$ cat config.mk
export PLATFORM = sky130hd
export DESIGN_NAME = am_param_sequencer
export DESIGN_NICKNAME = d
export VERILOG_FILES = /design/src/rtl/am_param_sequencer.sv
export SDC_FILE = /design/constraint.sdc
export NUM_CORES = 1
export LEC_CHECK = 0
export BUFFER_PORTS_ARGS = -buffer_cell sky130_fd_sc_hd__buf_2
export CAP_MARGIN = 20
export CORE_MARGIN = 8
export CORE_UTILIZATION = 40
export CTS_BUF_LIST = sky130_fd_sc_hd__clkbuf_2
export DETAILED_ROUTE_END_ITERATION = 7
export PLACE_DENSITY = 0.58
export SYNTH_ARGS = -nofsm -noshare
export SYNTH_HDL_FRONTEND = slang
export SYNTH_SLANG_ARGS = --single-unit
$ cat constraint.sdc
create_clock -name clk_in -period 20 [get_ports clk_in]
set_input_delay 2 -clock clk_in [delete_from_list [all_inputs] [get_ports clk_in]]
set_output_delay 2 -clock clk_in [all_outputs]
set_load 0.01 [all_outputs]
$ cat src/rtl/am_param_sequencer.sv
// Table-driven AM parameter sequencer: steps through programmed carrier/depth/dwell entries.
// Optional build macro AM_SEQ_LOOP_EN adds a loop_en input that makes the sequence wrap until stopped.
module am_param_sequencer #(
  parameter int PHASE_WIDTH = 32,
  parameter int DEEP_WIDTH  = 16,
  parameter int DWELL_WIDTH = 24,
  parameter int STEP_LOG2   = 3
) (
  input  logic                   clk_in,
  input  logic                   RST,
  input  logic                   wr_valid,
  output logic                   wr_ready,
  input  logic [STEP_LOG2-1:0]   wr_index,
  input  logic [PHASE_WIDTH-1:0] wr_fre,
  input  logic [DEEP_WIDTH-1:0]  wr_deep,
  input  logic [DWELL_WIDTH-1:0] wr_dwell,
  input  logic [STEP_LOG2:0]     num_steps,
  input  logic                   start,
  input  logic                   stop,
`ifdef AM_SEQ_LOOP_EN
  input  logic                   loop_en,
`endif
  output logic [PHASE_WIDTH-1:0] center_fre,
  output logic [DEEP_WIDTH-1:0]  modulate_deep,
  output logic [STEP_LOG2-1:0]   step_idx,
  output logic                   busy,
  output logic                   done
);

  localparam int DEPTH = 1 << STEP_LOG2;
  localparam logic [STEP_LOG2:0] NSTEPS_MAX = (STEP_LOG2 + 1)'(DEPTH);

  typedef enum logic [1:0] {IDLE, LOAD, DWELL, DONE} state_t;

  state_t                 state;
  logic [PHASE_WIDTH-1:0] fre_tab   [DEPTH];
  logic [DEEP_WIDTH-1:0]  deep_tab  [DEPTH];
  logic [DWELL_WIDTH-1:0] dwell_tab [DEPTH];
  logic [DWELL_WIDTH-1:0] dwell_cnt;
  logic [STEP_LOG2-1:0]   last_idx;
  logic [STEP_LOG2:0]     num_m1;
  logic                   loop_active;

  assign num_m1 = num_steps - 1'b1;

`ifdef AM_SEQ_LOOP_EN
  logic loop_q;
  assign loop_active = loop_q;
`else
  assign loop_active = 1'b0;
`endif

  // NOTE: the table is cleared by reset, so it must live in flops rather than an
  // inferred RAM; a RAM macro cannot be reset in a single cycle.
  always_ff @(posedge clk_in) begin
    if (RST) begin
      for (int i = 0; i < DEPTH; i++) begin
        fre_tab[i]   <= '0;
        deep_tab[i]  <= '0;
        dwell_tab[i] <= '0;
      end
    end else if (wr_valid && wr_ready) begin
      fre_tab[wr_index]   <= wr_fre;
      deep_tab[wr_index]  <= wr_deep;
      dwell_tab[wr_index] <= wr_dwell;
    end
  end

  // wr_ready and busy are kept as flops beside the state so every output is registered.
  always_ff @(posedge clk_in) begin
    if (RST) begin
      state         <= IDLE;
      center_fre    <= '0;
      modulate_deep <= '0;
      step_idx      <= '0;
      last_idx      <= '0;
      dwell_cnt     <= '0;
      busy          <= 1'b0;
      done          <= 1'b0;
      wr_ready      <= 1'b1;
`ifdef AM_SEQ_LOOP_EN
      loop_q        <= 1'b0;
`endif
    end else begin
      done <= 1'b0;
      case (state)
        IDLE: begin
          if (start && (num_steps != '0)) begin
            state    <= LOAD;
            step_idx <= '0;
            last_idx <= (num_steps > NSTEPS_MAX) ? '1 : num_m1[STEP_LOG2-1:0];
            busy     <= 1'b1;
            wr_ready <= 1'b0;
`ifdef AM_SEQ_LOOP_EN
            loop_q   <= loop_en;
`endif
          end
        end
        LOAD: begin
          if (stop) begin
            state    <= IDLE;
            busy     <= 1'b0;
            wr_ready <= 1'b1;
          end else begin
            center_fre    <= fre_tab[step_idx];
            modulate_deep <= deep_tab[step_idx];
            dwell_cnt     <= (dwell_tab[step_idx] == '0) ? DWELL_WIDTH'(1) : dwell_tab[step_idx];
            state         <= DWELL;
          end
        end
        DWELL: begin
          if (stop) begin
            state    <= IDLE;
            busy     <= 1'b0;
            wr_ready <= 1'b1;
          end else if (dwell_cnt == DWELL_WIDTH'(1)) begin
            if (step_idx != last_idx) begin
              step_idx <= step_idx + 1'b1;
              state    <= LOAD;
            end else if (loop_active) begin
              step_idx <= '0;
              state    <= LOAD;
            end else begin
              state <= DONE;
              done  <= 1'b1;
            end
          end else begin
            dwell_cnt <= dwell_cnt - 1'b1;
          end
        end
        default: begin
          state    <= IDLE;
          busy     <= 1'b0;
          wr_ready <= 1'b1;
        end
      endcase
    end
  end

endmodule
==> run metrics, run 1 <==
outcome finished with violations; failing checks DRC; Netlist cell types 56; DR iter-0 viols 1241; most frequent CP cell buf_4; CP top delay family buffers and inverters; worst reg2reg endpoint fre_tab[0][11]; number of synthesized register bits 662; DRT Wirelength 74.7 mm; max incr delay on CP 0.78 ns; GRT met1 Usage 0.232; total gr overflow 0; Worst Reg-to-Reg Cells 5; Worst path depth 7; fin area 0.0327 mm2; CP Capture Type register; Synth Area in Simple Gates 0.156; drt pass-1 iters 8; Reg power frac 0.581; initial core utilization 0.403; Comb pwr share 0.081; Sink Count 662; Pwr per Cell Area 83.8 mW/mm2; # fillers 6624; Worst-Skew Late Latency 1.35 ns; Post-Syn Nets 2052; full die area 0.0822 mm2; CTS tree done; Startpoint Class input port; WP data required 20.93 ns; Worst Path Arrival 6.15 ns; TritonCTS buffer count 172; most common cell after layout, fill and taps aside and2_1; async set-reset flop share out of synthesis 0; Global Route met2 Usage 0.299; hold buffer count at cts 0; Via Count 17300; Core Rows 99; RSZ-0062 raised after global routing false; placed insts 2953; Worst Tran Pin Value 1.06 ns; Post-DP Area 0.0311 mm2; Area contributors post-synth edfxtp_1, and2_1, mux4_2; WL/cell 22.8 um; Nets 2262; Clock transition at path regs 0.09 ns; Critical Path End fre_tab[0][11]; CTS resizes 0; Fmax achieved 192 MHz; final hold violations 0; Sw Ratio 0.268; input/output buffers 137; Synth top area share 0.590; r2r setup slk 16.13 ns; Final Critical Period 5.22 ns; sequential fraction of the synthesis area 0.649; Avg Cell Area, Syn 15.0 um2; most frequent cells in the layout and2_1, edfxtp_1, clkbuf_2, mux4_2, buf_2; Root Driver clkbuf_2; WHS 0.464 ns; post-DP HPWL 39.9 mm; area grow syn2layout 11.5%; maxcap violations 0; Post-synth top flop edfxtp_1; Yosys top cell by area edfxtp_1; CP max stage cell nand4b_1; I/O pins 138; Finished Layout Cells 3275; Post-Synth XOR/XNOR Area 0.00179; Post-Synthesis Cell Area 0.0293 mm2; die width 287 um; YS warnings 0; setup TNS 0 ns; Hold Path Class reg -> reg; Layout Skew 0.119 ns; Psw 0.733 mW; Compound-Gate Fraction of Synth Area 0.0346; CP max FO 73; adder-cell area share of the yosys netlist 0.00342; LEAKAGE 11.9 nW; final critical-path share of the clock period 0.261; htree depth 4; main combinational cell family by area after synthesis simple AND/OR/NAND/NOR gates; mux share of post-synthesis cell area 0.137; final setup fails 0; RD Place Congestion 0.772; Die Y 287 um; worst path cell trace buf_4, inv_1, nand4b_1, nor3_2, buf_4, or2_4, buf_4; RR Startpoint wr_ready; post-CTS setup buffer count 0; Longest Clk Path Bufs 3; Critical Path Source RST; M3 GR Usage 0.0464; Syn Inst Count 1960; first-pass GRT wire length 112 mm; Antenna Nets Post-Route 0; Critical Setup Path Class in -> reg; GRT busiest layer met2; clock share of power 0.338; Internal 2.00 mW; Slew Limit Fails 0; Max-Slew Margin vs Limit 0.288; core outline area 0.0727 mm2; Tot GR Track Use 0.182; vias per cell 5.28; vias in the first global route 18400; share of cells above drive strength 1 0.274; number of synthesized flops with an enable pin 576; Buf/Inv on CP 4; setup ws final 14.78 ns; DP Worst Slack 13.39 ns; Peak VDD IR 0.0000424 V; initial antenna violation count 16; largest net degree at the start of global routing 74; DR DRC count 1
==> how the worst min path moves through the flow <==
stage | startpoint | to | slack [ns] | cells past startpoint
floorplan | last_idx[2] | last_idx[2] | 0.45 | 2
detailed placement | busy | busy | 0.45 | 2
finish | busy | busy | 0.46 | 2
global route | busy | busy | 0.49 | 2
global placement | busy | busy | 0.44 | 2
CTS | busy | busy | 0.46 | 2
==> cell usage after synthesis (all sizes together), types with 3 or more instances <==
cell / number
and2: 577
edfxtp: 576
mux4: 144
clkbuf: 107
dfxtp: 86
nor2: 80
mux2i: 67
a211oi: 54
nand2: 34
a21oi: 32
o21ai: 27
buf: 26
nor3: 20
inv: 10
or3: 9
or4: 9
ha: 8
mux2: 8
nand3: 8
nand4: 8
nor4: 8
nand2b: 5
nor2b: 5
xor2: 5
o21a: 4
o31a: 4
o31ai: 4
a21o: 3
a311oi: 3
a31oi: 3
or2: 3
==> power groups by stage <==
| stage | clock network, mW | logic (mW) | registers (mW) |
|---|---|---|---|
| finish | 0.926 | 0.222 | 1.59 |
| global route | 1.03 | 0.244 | 1.60 |
| CTS | 0.963 | 0.224 | 1.59 |
| detailed placement | 0 | 0.223 | 1.62 |
| global placement | 0 | 0.219 | 1.62 |
| floorplan | 0 | 0.129 | 1.63 |
==> logic make-up (layout without fill, tap and decap cells) <==
family	Yosys count	count (layout)
mux	219	219
flops	662	662
fa+ha+maj	8	8
buf+inv	144	491
xor+xnor	6	6
compound gates	149	149
other cells	0	9
simple gates	772	772
==> layer usage <==
metal  wire, um  vias up  share of wire
met4       1540       12          0.021
met2      36500      527           0.49
met3       4740      141          0.063
met1      31800     8793           0.43
li1           -     7827              -
met5         86        -         0.0012
==> cell type report <==
| class | count | area [um2] | share of cell area |
|---|---|---|---|
| clock buffers | 260 | 1300 | 0.0398 |
| diodes | 9 | 22.5 | 0.000689 |
| flip-flops and latches | 662 | 19000 | 0.583 |
| repair buffers | 169 | 953 | 0.0292 |
| well taps | 959 | 1200 | 0.0367 |
| inverters | 11 | 41.3 | 0.00126 |
| clock inverters | 51 | 258 | 0.00789 |
| multi-input cells | 1154 | 9870 | 0.302 |
==> sequential cells by signal, summed over array words and instances (netlist names), named ones only <==
signal / cells
fre_tab: 256
deep_tab: 128
step_idx: 3
busy: 1
modulate_deep: 16
center_fre: 32
last_idx: 3
done: 1
dwell_cnt: 24
dwell_tab: 192
state: 2
wr_ready: 1
==> per-stage QoR <==
stage,utilization,power [mW]
4_1_cts,0.449,2.78
2_1_floorplan,-,1.76
3_3_place_gp,0.427,1.84
3_5_place_dp,0.427,1.85
6_report,0.449,2.74
5_1_grt,0.449,2.87
==> worst reg2reg max path: cells and delay by family (launching register included) <==
family                 cells  cell delay [ns]
flip-flops                 1             0.42
buffers and inverters      2             1.47
AND/OR/NAND/NOR            3             1.57
(Power assumes the default switching activity.)
==> run 2: changes to the inputs <==
==> constraint.sdc (replaced) <==
create_clock -name clk_in -period 5 [get_ports clk_in]
set_input_delay 0.5 -clock clk_in [delete_from_list [all_inputs] [get_ports clk_in]]
set_output_delay 0.5 -clock clk_in [all_outputs]
set_load 0.01 [all_outputs]
==> run metrics, run 2 (synthesized netlist as in run 1, its figures left out) <==
Max-Slew Margin vs Limit 0.287 (-0.000374); vias per cell 5.21 (-1.4%); core outline area 0.0727 mm2 (unchanged); DR iter-0 viols 1266 (+2.0%); LEAKAGE 12.8 nW (+7.1%); CTS tree done; Hold Crit Start wr_dwell[9]; initial antenna violation count 8 (-8); post-DP HPWL 41.4 mm (+3.8%); most common cell after layout, fill and taps aside and2_1; worst reg2reg endpoint dwell_cnt[10]; CP Capture Type register; vias in the first global route 19200 (+4.3%); # fillers 6476 (-2.2%); Final Critical Period 3.35 ns; input/output buffers 137 (unchanged); Sink Count 662 (unchanged); Clock transition at path regs 0.09 ns (about the same); Top reg by flops fre_tab; WHS 0.204 ns (-0.260 ns); RSZ-0062 raised after global routing false; M3 GR Usage 0.0399 (-0.00656); biggest regs fre_tab: 256 flops, dwell_tab: 192 flops, deep_tab: 128 flops; final setup fails 0 (unchanged); DR DRC count 0 (-1); Worst Hold End dwell_tab[0][9]; Longest Clk Path Bufs 3 (unchanged); GRT met1 Usage 0.246 (+0.0140); setup TNS 0 ns (unchanged); htree depth 4 (unchanged); Largest register FFs 256 (unchanged); Layout Skew 0.0922 ns (-0.0271 ns); maxcap violations 0 (unchanged); Startpoint Class input port; most frequent cells in the layout and2_1, edfxtp_1, clkbuf_2, dlygate4sd3_1, mux4_2; hold depth 3 (+1); final critical-path share of the clock period 0.670; outcome finished, final reports clean; Pwr per Cell Area 328 mW/mm2 (+290%); Fmax achieved 298 MHz; multi-input logic area 0.00987 mm2 (unchanged); Core Util, Final 0.476 (+0.0264); I/O pins 138 (unchanged); WL/cell 22.4 um (-1.7%); Tot GR Track Use 0.188 (+0.00622); GRT busiest layer met2; full die area 0.0822 mm2 (unchanged); Worst Path Arrival 4.33 ns (-1.82 ns); Nets 2436 (+7.7%); RD Place Congestion 0.814 (+5.5%); placed insts 2961 (+0.27%); Antenna Nets Post-Route 0 (unchanged); TritonCTS buffer count 172 (unchanged); Die Y 287 um (unchanged); DRT Wirelength 77.1 mm (+3.3%); Via Count 17900 (+3.6%); CP max FO 50 (-32%); Worst Reg-to-Reg Cells 8 (+3); initial core utilization 0.403 (unchanged); r2r setup slk 1.84 ns (-14.29 ns); drt pass-1 iters 5 (-3); Worst Tran Pin Value 1.07 ns (+0.00459 ns); largest net degree at the start of global routing 73 (-1.4%); Core Rows 99 (unchanged); share of cells above drive strength 1 0.264 (-0.00962); Slew Limit Fails 0 (unchanged); RR Startpoint dwell_cnt[16]; Finished Layout Cells 3442 (+5.1%); final hold violations 0 (unchanged); total gr overflow 0 (unchanged); register area 0.0190 mm2 (unchanged); first-pass GRT wire length 116 mm (+3.5%); WP data required 5.98 ns (-14.95 ns); Root Driver clkbuf_2; Peak VDD IR 0.000186 V (+340%); Hold Path Class in -> reg; die width 287 um (unchanged); post-CTS setup buffer count 0 (unchanged); Global Route met2 Usage 0.309 (+0.0100); Worst-Skew Late Latency 1.35 ns (about the same); area grow syn2layout 18.0%; Critical Setup Path Class in -> reg
==> run 2: cell count changes in the layout (fill, tap and decap cells not counted), sizes merged <==
cell,previous run,this run
dlygate4sd3,0,168
diode,9,5
clkbuf,260,277
clkinv,42,18
buf,169,175
bufinv,1,5
==> run 2: cell type report <==
class | count | area share
antenna | 5 | 0.000362
clock buffer | 277 | 0.0401
clock inverter | 31 | 0.00799
inverter | 11 | 0.00119
multi-input combinational | 1154 | 0.285
sequential | 662 | 0.550
tap | 959 | 0.0347
timing repair buffer | 343 | 0.0804
==> run 2: worst max-delay path by stage <==
stage,cells past startpoint,start,slack [ns],to
3_3_place_gp,6,RST,1.41,fre_tab[0][8]
4_1_cts,1,step_idx[1],1.76,step_idx[1]
5_1_grt,8,RST,1.61,deep_tab[0][5]
2_1_floorplan,4,RST,-1.72,deep_tab[2][0]
3_5_place_dp,6,RST,1.39,fre_tab[0][9]
6_report,8,RST,1.65,deep_tab[0][5]
==> run 2: layer usage <==
layer	share of wire	vias to the layer above
met5	0.00027	-
met3	0.056	119
li1	-	8193
met2	0.49	536
met1	0.43	9079
met4	0.021	4
==> run 2: stage by stage <==
step / instance area (um2) / power [mW] / worst slack (ns)
final: 34600 / 11.3 / 1.65
after global routing: 34600 / 11.9 / 1.61
after CTS: 34600 / 11.5 / 1.76
after detailed placement: 31200 / 7.40 / 1.39
after global placement: 31200 / 7.36 / 1.41
after floorplan: 29300 / 7.03 / -1.72
==> run 2: worst max-delay path, stage by stage <==
cell and delay [ns]:
dlygate4sd3_1 0.54, dlygate4sd3_1 0.56, buf_4 0.26, inv_1 0.22, nand4b_1 0.63, nor3_2 0.36, or2_4 0.82, buf_4 0.39
==> run 2: what timing repair did <==
action                                 in CTS  in global routing
gates resized for setup                     0                  0
endpoints found under the hold margin     741                  0
hold buffers                              168                  0
setup endpoints to repair                   0                  0
==> run 2: power breakdown <==
part           switching (mW)  internal, mW  total, mW
clock network            2.24          1.71       3.95
registers               0.101          6.26       6.36
logic                   0.618         0.406       1.02
==> run 3: changes to the inputs <==
==> constraint.sdc (replaced) <==
create_clock -name clk_in -period 3.1 [get_ports clk_in]
set_input_delay 0.31 -clock clk_in [delete_from_list [all_inputs] [get_ports clk_in]]
set_output_delay 0.31 -clock clk_in [all_outputs]
set_load 0.01 [all_outputs]
==> run metrics, run 3 (synthesized netlist as in run 1, its figures left out) <==
initial core utilization 0.403 (unchanged); RD Place Congestion 0.825 (+1.3%); I/O pins 138 (unchanged); vias in the first global route 19700 (+2.7%); Core Util, Final 0.485 (+0.00940); most common cell after layout, fill and taps aside and2_1; Worst Tran Pin Value 1.09 ns (+0.0244 ns); initial antenna violation count 7 (-1); Longest Clk Path Bufs 3 (unchanged); total power 18.2 mW (+60%); biggest regs fre_tab: 256 flops, dwell_tab: 192 flops, deep_tab: 128 flops; share of cells above drive strength 1 0.271 (+0.00714); Hold Path Class in -> reg; Fmax achieved 326 MHz; WP data required 4.32 ns (-1.66 ns); DP Worst Slack 0.417 ns (-0.976 ns); Worst Path Arrival 4.28 ns (-0.05 ns); DR iter-0 viols 1247 (-1.5%); register area 0.0190 mm2 (unchanged); Top reg by flops fre_tab; largest net degree at the start of global routing 73 (unchanged); Worst Hold End dwell_cnt[10]; Layout Skew 0.0647 ns (-0.0275 ns); WL/cell 22.6 um (+1.0%); Clock transition at path regs 0.10 ns (about the same); TritonCTS buffer count 171 (-0.58%); htree depth 4 (unchanged); worst reg2reg endpoint last_idx[0]; Peak VDD IR 0.000326 V (+75%); Via Count 18300 (+1.9%); Root Driver clkbuf_2; full die area 0.0822 mm2 (unchanged); CP Capture Type register; maxcap violations 0 (unchanged); Tot GR Track Use 0.193 (+0.00487); area grow syn2layout 20.4%; Max-Slew Margin vs Limit 0.271 (-0.0162); Hold Crit Start RST; Final Critical Period 3.07 ns; DRT Wirelength 79.0 mm (+2.5%); Startpoint Class input port; first-pass GRT wire length 120 mm (+3.2%); LEAKAGE 13.1 nW (+2.3%); r2r setup slk 0.12 ns (-1.72 ns); Sink Count 662 (unchanged); core outline area 0.0727 mm2 (unchanged); Critical Setup Path Class in -> reg; input/output buffers 137 (unchanged); drt pass-1 iters 5 (unchanged); Slew Limit Fails 0 (unchanged); Largest register FFs 256 (unchanged); DR DRC count 0 (unchanged); die width 287 um (unchanged); final setup fails 0 (unchanged); multi-input logic area 0.00988 mm2 (+0.10%); final critical-path share of the clock period 0.989; total gr overflow 0 (unchanged); final hold violations 0 (unchanged); Critical Path Source num_steps[0]; RR Startpoint state[0]; Nets 2480 (+1.8%); Die Y 287 um (unchanged); CP max FO 4 (-92%); Worst Reg-to-Reg Cells 9 (+1); post-DP HPWL 43.5 mm (+5.0%); vias per cell 5.24 (+0.50%); # fillers 6357 (-1.8%); setup ws final 0.0333 ns (-1.62 ns); Worst-Skew Late Latency 1.32 ns (-0.03 ns); CTS tree done; Antenna Nets Post-Route 0 (unchanged); outcome finished, final reports clean; WHS 0.198 ns (-0.00610 ns); Pwr per Cell Area 516 mW/mm2 (+57%); most frequent cells in the layout and2_1, edfxtp_1, clkbuf_2, dlygate4sd3_1, mux4_2; Core Rows 99 (unchanged); hold depth 4 (+1); setup TNS 0 ns (unchanged)
[run 3: cell type report]
| class | count | area share |
|---|---|---|
| sequential | 662 | 0.540 |
| timing repair buffer | 388 | 0.0988 |
| clock inverter | 47 | 0.00862 |
| multi-input combinational | 1154 | 0.280 |
| tap | 959 | 0.0340 |
| inverter | 11 | 0.00117 |
| antenna | 5 | 0.000355 |
| clock buffer | 265 | 0.0376 |
[run 3: what timing repair did]
action                                   CTS  global route
hold endpoints to repair                1175             0
gates resized for setup                    0             4
endpoints found under the setup margin     0             2
setup buffers                              0             1
hold buffers                             179             0
[run 3: worst max-delay path by stage]
stage | depth (start not counted) | endpoint | slack, ns
after floorplan | 4 | deep_tab[7][0] | -0.21
after detailed placement | 7 | register | 0.42
after global routing | 15 | last_idx[0] | -0.02
after global placement | 7 | register | 0.41
final | 15 | last_idx[0] | 0.03
after CTS | 9 | last_idx[1] | 0.08
[run 3: metrics by stage]
stage	instance area [um2]	cells
after floorplan	29300	1960
after global placement	31800	2994
after detailed placement	31800	2994
after CTS	35200	3485
after global routing	35300	3490
final	35300	3491
[run 3: layer usage]
layer  vias to the layer above  wire [um]  GRT usage
met5                         -         25          0
met4                         4       1470     0.0570
met3                       119       4340     0.0414
met2                       526      40000      0.331
met1                      9359      33200      0.244
li1                       8269          -          -
[run 3: critical path, stage by stage]
cell and delay (ns):
dlygate4sd3_1 0.55, buf_2 0.12, dlygate4sd3_1 0.57, inv_1 0.06, ha_1 0.16, nand2b_1 0.11, buf_4 0.15, o21a_1 0.17
nand2_1 0.16, a21oi_1 0.05, dlygate4sd3_1 0.56, a21oi_1 0.13, dlygate4sd3_1 0.58, nor2_1 0.04, dlygate4sd3_1 0.56
[run 3: where the power goes]
part | leakage (nW) | internal (mW) | switching [mW]
combinational | 5.15 | 0.738 | 1.01
sequential | 6.67 | 10.1 | 0.164
clock | 1.24 | 2.54 | 3.65
total | 13.1 | 13.4 | 4.82
